[src/rtl/bus_dev_fifo.sv]
// Bus device endpoint: first-word-fall-through TX FIFO toward the bus and a single-entry RX holding register.
// Define BUS_DEV_FIFO_RX_FILTER_EN to drop pushes whose top byte does not match ID.
module bus_dev_fifo #(
    parameter int PCKG_SZ = 64,
    parameter int DEPTH   = 16,
    parameter int ID      = 0
) (
    input  logic                       clk,
    input  logic                       reset,
    input  logic                       wr_en,
    input  logic [PCKG_SZ-1:0]         wr_data,
    output logic                       full,
    output logic [$clog2(DEPTH+1)-1:0] tx_count,
    output logic                       pndng,
    output logic [PCKG_SZ-1:0]         D_pop,
    input  logic                       pop,
    input  logic                       push,
    input  logic [PCKG_SZ-1:0]         D_push,
    output logic                       rx_valid,
    output logic [PCKG_SZ-1:0]         rx_data,
    input  logic                       rx_ack,
    input  logic                       clr_flags,
    output logic                       ovf,
    output logic                       unf,
    output logic                       rx_ovf
);

    localparam int CNT_W = $clog2(DEPTH + 1);
    localparam int PTR_W = (DEPTH > 1) ? $clog2(DEPTH) : 1;
    localparam logic [PTR_W-1:0] LAST_PTR  = PTR_W'(DEPTH - 1);
    localparam logic [CNT_W-1:0] DEPTH_CNT = CNT_W'(DEPTH);
`ifdef BUS_DEV_FIFO_RX_FILTER_EN
    localparam logic FILTER_ON = 1'b1;
`else
    localparam logic FILTER_ON = 1'b0;
`endif

    // DEPTH need not be a power of two, so pointers wrap explicitly.
    function automatic logic [PTR_W-1:0] ptr_inc(input logic [PTR_W-1:0] p);
        if (p == LAST_PTR) begin
            return '0;
        end else begin
            return p + PTR_W'(1);
        end
    endfunction

    logic [PCKG_SZ-1:0] mem_r [DEPTH];
    logic [PTR_W-1:0]   rd_ptr_r, wr_ptr_r;
    logic [CNT_W-1:0]   count_r;
    logic               full_r, pndng_r;
    logic               ovf_r, unf_r, rx_ovf_r;
    logic               rx_valid_r;
    logic [PCKG_SZ-1:0] rx_data_r;

    logic               empty_s, full_s, do_pop_s, do_wr_s;
    logic               ovf_set_s, unf_set_s;
    logic [CNT_W-1:0]   count_nxt_s;
    logic [PTR_W-1:0]   rd_ptr_nxt_s, wr_ptr_nxt_s;
    logic               id_match_s, rx_hit_s, rx_take_s, rx_drop_s;
    logic               rx_valid_nxt_s;

    // TX control: a pop while full frees the slot the same-cycle write uses.
    always_comb begin
        empty_s      = (count_r == '0);
        full_s       = (count_r == DEPTH_CNT);
        do_pop_s     = pop && !empty_s;
        do_wr_s      = wr_en && (!full_s || do_pop_s);
        ovf_set_s    = wr_en && full_s && !pop;
        unf_set_s    = pop && empty_s;
        rd_ptr_nxt_s = rd_ptr_r;
        wr_ptr_nxt_s = wr_ptr_r;
        count_nxt_s  = count_r;
        if (do_pop_s) begin
            rd_ptr_nxt_s = ptr_inc(rd_ptr_r);
        end else begin
            rd_ptr_nxt_s = rd_ptr_r;
        end
        if (do_wr_s) begin
            wr_ptr_nxt_s = ptr_inc(wr_ptr_r);
        end else begin
            wr_ptr_nxt_s = wr_ptr_r;
        end
        case ({do_wr_s, do_pop_s})
            2'b10:   count_nxt_s = count_r + CNT_W'(1);
            2'b01:   count_nxt_s = count_r - CNT_W'(1);
            default: count_nxt_s = count_r;
        endcase
    end

    // RX acceptance: filtered pushes are invisible to the holding register.
    always_comb begin
        id_match_s     = (D_push[PCKG_SZ-1 -: 8] == 8'(ID));
        rx_hit_s       = push && (id_match_s || !FILTER_ON);
        rx_take_s      = rx_hit_s && (!rx_valid_r || rx_ack);
        rx_drop_s      = rx_hit_s && rx_valid_r && !rx_ack;
        rx_valid_nxt_s = rx_valid_r;
        if (rx_take_s) begin
            rx_valid_nxt_s = 1'b1;
        end else if (rx_ack) begin
            rx_valid_nxt_s = 1'b0;
        end else begin
            rx_valid_nxt_s = rx_valid_r;
        end
    end

    // TX pointer, occupancy and status registers.
    always_ff @(posedge clk or posedge reset) begin
        if (reset) begin
            rd_ptr_r <= '0;
            wr_ptr_r <= '0;
            count_r  <= '0;
            full_r   <= 1'b0;
            pndng_r  <= 1'b0;
        end else begin
            rd_ptr_r <= rd_ptr_nxt_s;
            wr_ptr_r <= wr_ptr_nxt_s;
            count_r  <= count_nxt_s;
            full_r   <= (count_nxt_s == DEPTH_CNT);
            pndng_r  <= (count_nxt_s != '0);
        end
    end

    // FIFO storage; contents are don't-care while empty.
    always_ff @(posedge clk) begin
        if (do_wr_s) begin
            mem_r[wr_ptr_r] <= wr_data;
        end
    end

    // RX holding register.
    always_ff @(posedge clk or posedge reset) begin
        if (reset) begin
            rx_valid_r <= 1'b0;
            rx_data_r  <= '0;
        end else begin
            rx_valid_r <= rx_valid_nxt_s;
            if (rx_take_s) begin
                rx_data_r <= D_push;
            end
        end
    end

    // Sticky error flags; a same-cycle error beats clr_flags.
    always_ff @(posedge clk or posedge reset) begin
        if (reset) begin
            ovf_r    <= 1'b0;
            unf_r    <= 1'b0;
            rx_ovf_r <= 1'b0;
        end else begin
            ovf_r    <= ovf_set_s || (ovf_r && !clr_flags);
            unf_r    <= unf_set_s || (unf_r && !clr_flags);
            rx_ovf_r <= rx_drop_s || (rx_ovf_r && !clr_flags);
        end
    end

    // Head entry presented combinationally, zero while empty.
    always_comb begin
        if (pndng_r) begin
            D_pop = mem_r[rd_ptr_r];
        end else begin
            D_pop = '0;
        end
    end

    assign full     = full_r;
    assign tx_count = count_r;
    assign pndng    = pndng_r;
    assign rx_valid = rx_valid_r;
    assign rx_data  = rx_data_r;
    assign ovf      = ovf_r;
    assign unf      = unf_r;
    assign rx_ovf   = rx_ovf_r;

endmodule

[config.mk]
export PLATFORM = sky130hd
export DESIGN_NAME = bus_dev_fifo
export DESIGN_NICKNAME = d
export VERILOG_FILES = /design/src/rtl/bus_dev_fifo.sv
export SDC_FILE = /design/constraint.sdc
export NUM_CORES = 1
export LEC_CHECK = 0
export BUFFER_PORTS_ARGS = -buffer_cell sky130_fd_sc_hd__buf_4
export CAP_MARGIN = 15
export CORE_UTILIZATION = 60
export DETAILED_ROUTE_END_ITERATION = 10
export PLACE_DENSITY = 0.79
export SLEW_MARGIN = 30
export SYNTH_ARGS = -nofsm -noshare
export SYNTH_HDL_FRONTEND = slang
export SYNTH_SLANG_ARGS = --single-unit
[constraint.sdc]
create_clock -name clk -period 3.85 [get_ports clk]
set_clock_uncertainty 0.2 [all_clocks]
set_input_delay 0 -clock clk [delete_from_list [all_inputs] [get_ports clk]]
set_output_delay 0 -clock clk [all_outputs]
set_load 0.005 [all_outputs]
==> results.yml <==
clock_network:
  htreeDepth: 3
  clockBufferDepth: 3
  clkSinkCount: 1107
  cts_buffers: 106
  root_buffer: "clkbuf_16"
  clk_latency_ps: 660
  path_clk_slew_ps: 60
  cts_tree: "yes"
global_route:
  grt_pass1_vias: 23560
  grt_remaining_overflow: 0
  grt_pass1_wl_um: 157200
  antenna_found_initial: 7
  grt_usage_pct: 30.99
  grt_max_degree: 65
setup_path:
  reg2reg_to: "pndng$_DFF_PP0_"
  cp.required_ps: 3650
  critPathCaptureType: "output port"
  timing.rr.start: "tx_count[2]$_DFF_PP0_"
  rr_worst_depth: 9
  cp_cell_sequence: "buf_4 > mux4_2 > mux4_2 > and2_1 > buf_4"
  cp_top_family: "multiplexers"
  r2r_slack_ps: 680
  cp_max_fo: 29
  cp_num_cells: 5
  slowest_delay_ps: 870
  critPathBufInv: 2
  critPathLaunchType: "flop"
  cp-startpoint: "rd_ptr_r[0]$_DFFE_PP0N_"
  arrival_ps: 3500
  crit_type: "reg2out"
  crit_slowest_cell: "dfrtp_4"
  setup.worst_path.end: "D_pop[22]"
route:
  antenna_left: 0
  drtIter0Drc: 2651
  viasPerCell: 6.493
  route.detailed.drc: 0
  drtPass1Iterations: 5
  vias: 22060
  wirelength_um: 108100
  wl_per_cell_um: 31.80
yosys:
  postSynthAreaPerCell_um2: 24.04
  seq_area_frac_synth_pct: 77.58
  synth_area_leaders: "edfxtp_1 73%, mux4_2 17%, dfrtp_1 4.9%"
  synthCells: 1760
  ys_seq_elements: 1107
  synth_cell_type_count: 46
  synth-main-ff-cell: "edfxtp_1"
  syn-cell-area_um2: 42320
  synth_edf_count: 1024
  synth_nets: 1901
  synth_top_area_cell: "edfxtp_1"
  synth_top_area_share_pct: 72.67
  synth_async_sr_flop_share_pct: 7.498
  yosysWarnings: 0
place:
  preCtsSetupSlack_ps: 815.2
  portBuffers: 273
  placedCellCount: 2947
  gp_congestion: 0.7925
  dp_hpwl_um: 51470
  placed_cell_area_um2: 46060
sta:
  fin_ws_ps: 153.4
  finalCriticalPeriod_ps: 3697
  period_share_pct: 96.02
  setup_violations: 0
  worst_pin_slew_ps: 844.5
  maxSlewViolCount: 0
  setup-tns-final_ps: 0
  rsz0062_at_grt: "false"
  max_slew_margin_pct: 43.70
  hold_viol: 0
  fmax_mhz: 270.5
floorplanning:
  core_area_um2: 69910
  start_util_pct: 60.53
  fp.dieW_um: 267.6
  dieArea_um2: 71590
  rows: 97
  num_io_pins: 274
  die_h_um: 267.6
finish:
  final_cell_area_um2: 51940
  drive_above_1_share_pct: 36.53
  fin_util_pct: 74.29
  stdcell_count: 3398
  nNetsFinal: 2508
  final_cell_mix: "1024 x edfxtp_1, 320 x mux4_2, 307 x buf_4"
  layout_commonest_cell: "edfxtp_1"
  syn_to_final_growth_pct: 22.74
min_path:
  hp-class: "in2reg"
  hold_path_depth: 2
power:
  irDropWorstVdd_v: 0.0004719
  internal-power_mw: 25.94
  swShare_pct: 28.39
  p_leak_nw: 17.40
  comb_power_share_pct: 30.2
  seq_power_share_pct: 41.8
  power.density_nw_per_um2: 697.4
  pwr-share-clk_pct: 28.0
  p_switching_mw: 10.28
run_status:
  status: "complete, no violations"
run:
  drv_cap: 0
-- metrics by stage --
| step | hold slack [ps] | power, mW |
|---|---|---|
| after floorplan | -101.1 | 21.52 |
| after global placement | -50.81 | 25.44 |
| after detailed placement | -29.36 | 25.72 |
| after CTS | 0.8604 | 36.18 |
| after global routing | 12.46 | 37.33 |
| final | 18.13 | 36.22 |
-- power by group through the flow --
stage	Clock [mW]	Combinational [mW]	Sequential (mW)
floorplan	0	6.72	14.8
global placement	0	10.3	15.2
detailed placement	0	10.4	15.3
CTS	10.2	10.9	15.1
global route	10.6	11.5	15.2
finish	10.1	11.0	15.1
-- timing repair --
action | CTS | global route
gates resized for setup | 0 | 0
endpoints found under the hold margin | 1190 | 0
setup buffers | 0 | 0
hold buffers | 252 | 0
-- worst min-delay path by stage --
stage	slack (ps)	to	from
floorplan	-100	mem_r[0][0]$_DFFE_PP_	wr_data[0]
global placement	-50	rx_data[2]$_DFFE_PP0P_	reset
detailed placement	-30	rx_data[58]$_DFFE_PP0P_	reset
CTS	0.9	mem_r[0][17]$_DFFE_PP_	wr_data[17]
global route	10	mem_r[8][39]$_DFFE_PP_	wr_data[39]
finish	20	mem_r[7][39]$_DFFE_PP_	wr_data[39]
-- synth_stat cells (all sizes together), types with 2 or more instances --
library cell  count
dfrtp            83
and2             76
nand2            13
mux4            320
o21ai             9
nand3             6
a21oi             3
nand2b            4
ha                6
xnor2             3
nor2b             2
o22ai             2
nor2              7
xor2              3
nor3b             2
nor3              6
buf              46
edfxtp         1024
a21o              3
inv              10
mux2             66
and3              5
nor4              2
clkbuf           45
-- state kept, by name, indices dropped and copies added (netlist names) --
| signal | count |
|---|---|
| tx_count | 5 |
| rx_valid | 1 |
| pndng | 1 |
| rx_ovf | 1 |
| unf | 1 |
| rx_data | 64 |
| rd_ptr_r | 4 |
| full | 1 |
| wr_ptr_r | 4 |
| mem_r | 1024 |
| ovf | 1 |
-- routing by layer --
layer / global-route usage [%] / up-vias / share of wire, %
li1: - / 8676 / -
met1: 41.72 / 11550 / 36
met2: 51.18 / 1543 / 51
met3: 6.133 / 281 / 9.8
met4: 10.98 / 10 / 3.4
met5: 0 / - / 0.053
-- kinds of logic after synthesis --
logic type | count (synthesis) | synth area share [%]
adders and majority gates | 6 | 0.1774
buffers and inverters | 101 | 1.094
DFF | 1107 | 77.58
AOI/OAI and AO/OA | 27 | 0.4288
xor gates and xnor gates | 6 | 0.1242
muxes | 386 | 18.79
and+or+nand+nor | 127 | 1.813
-- area by class of cell --
cell class / instances / area (um^2)
Sequential cell: 1107 / 32850
Fill cell: 3614 / 17970
Multi-Input combinational cell: 552 / 9079
Timing Repair Buffer: 590 / 5448
Clock buffer: 149 / 2968
Tap cell: 940 / 1176
Clock inverter: 45 / 369.1
Inverter: 10 / 38.79
Antenna cell: 5 / 12.51
No activity file was read; power rests on OpenSTA's default activity.
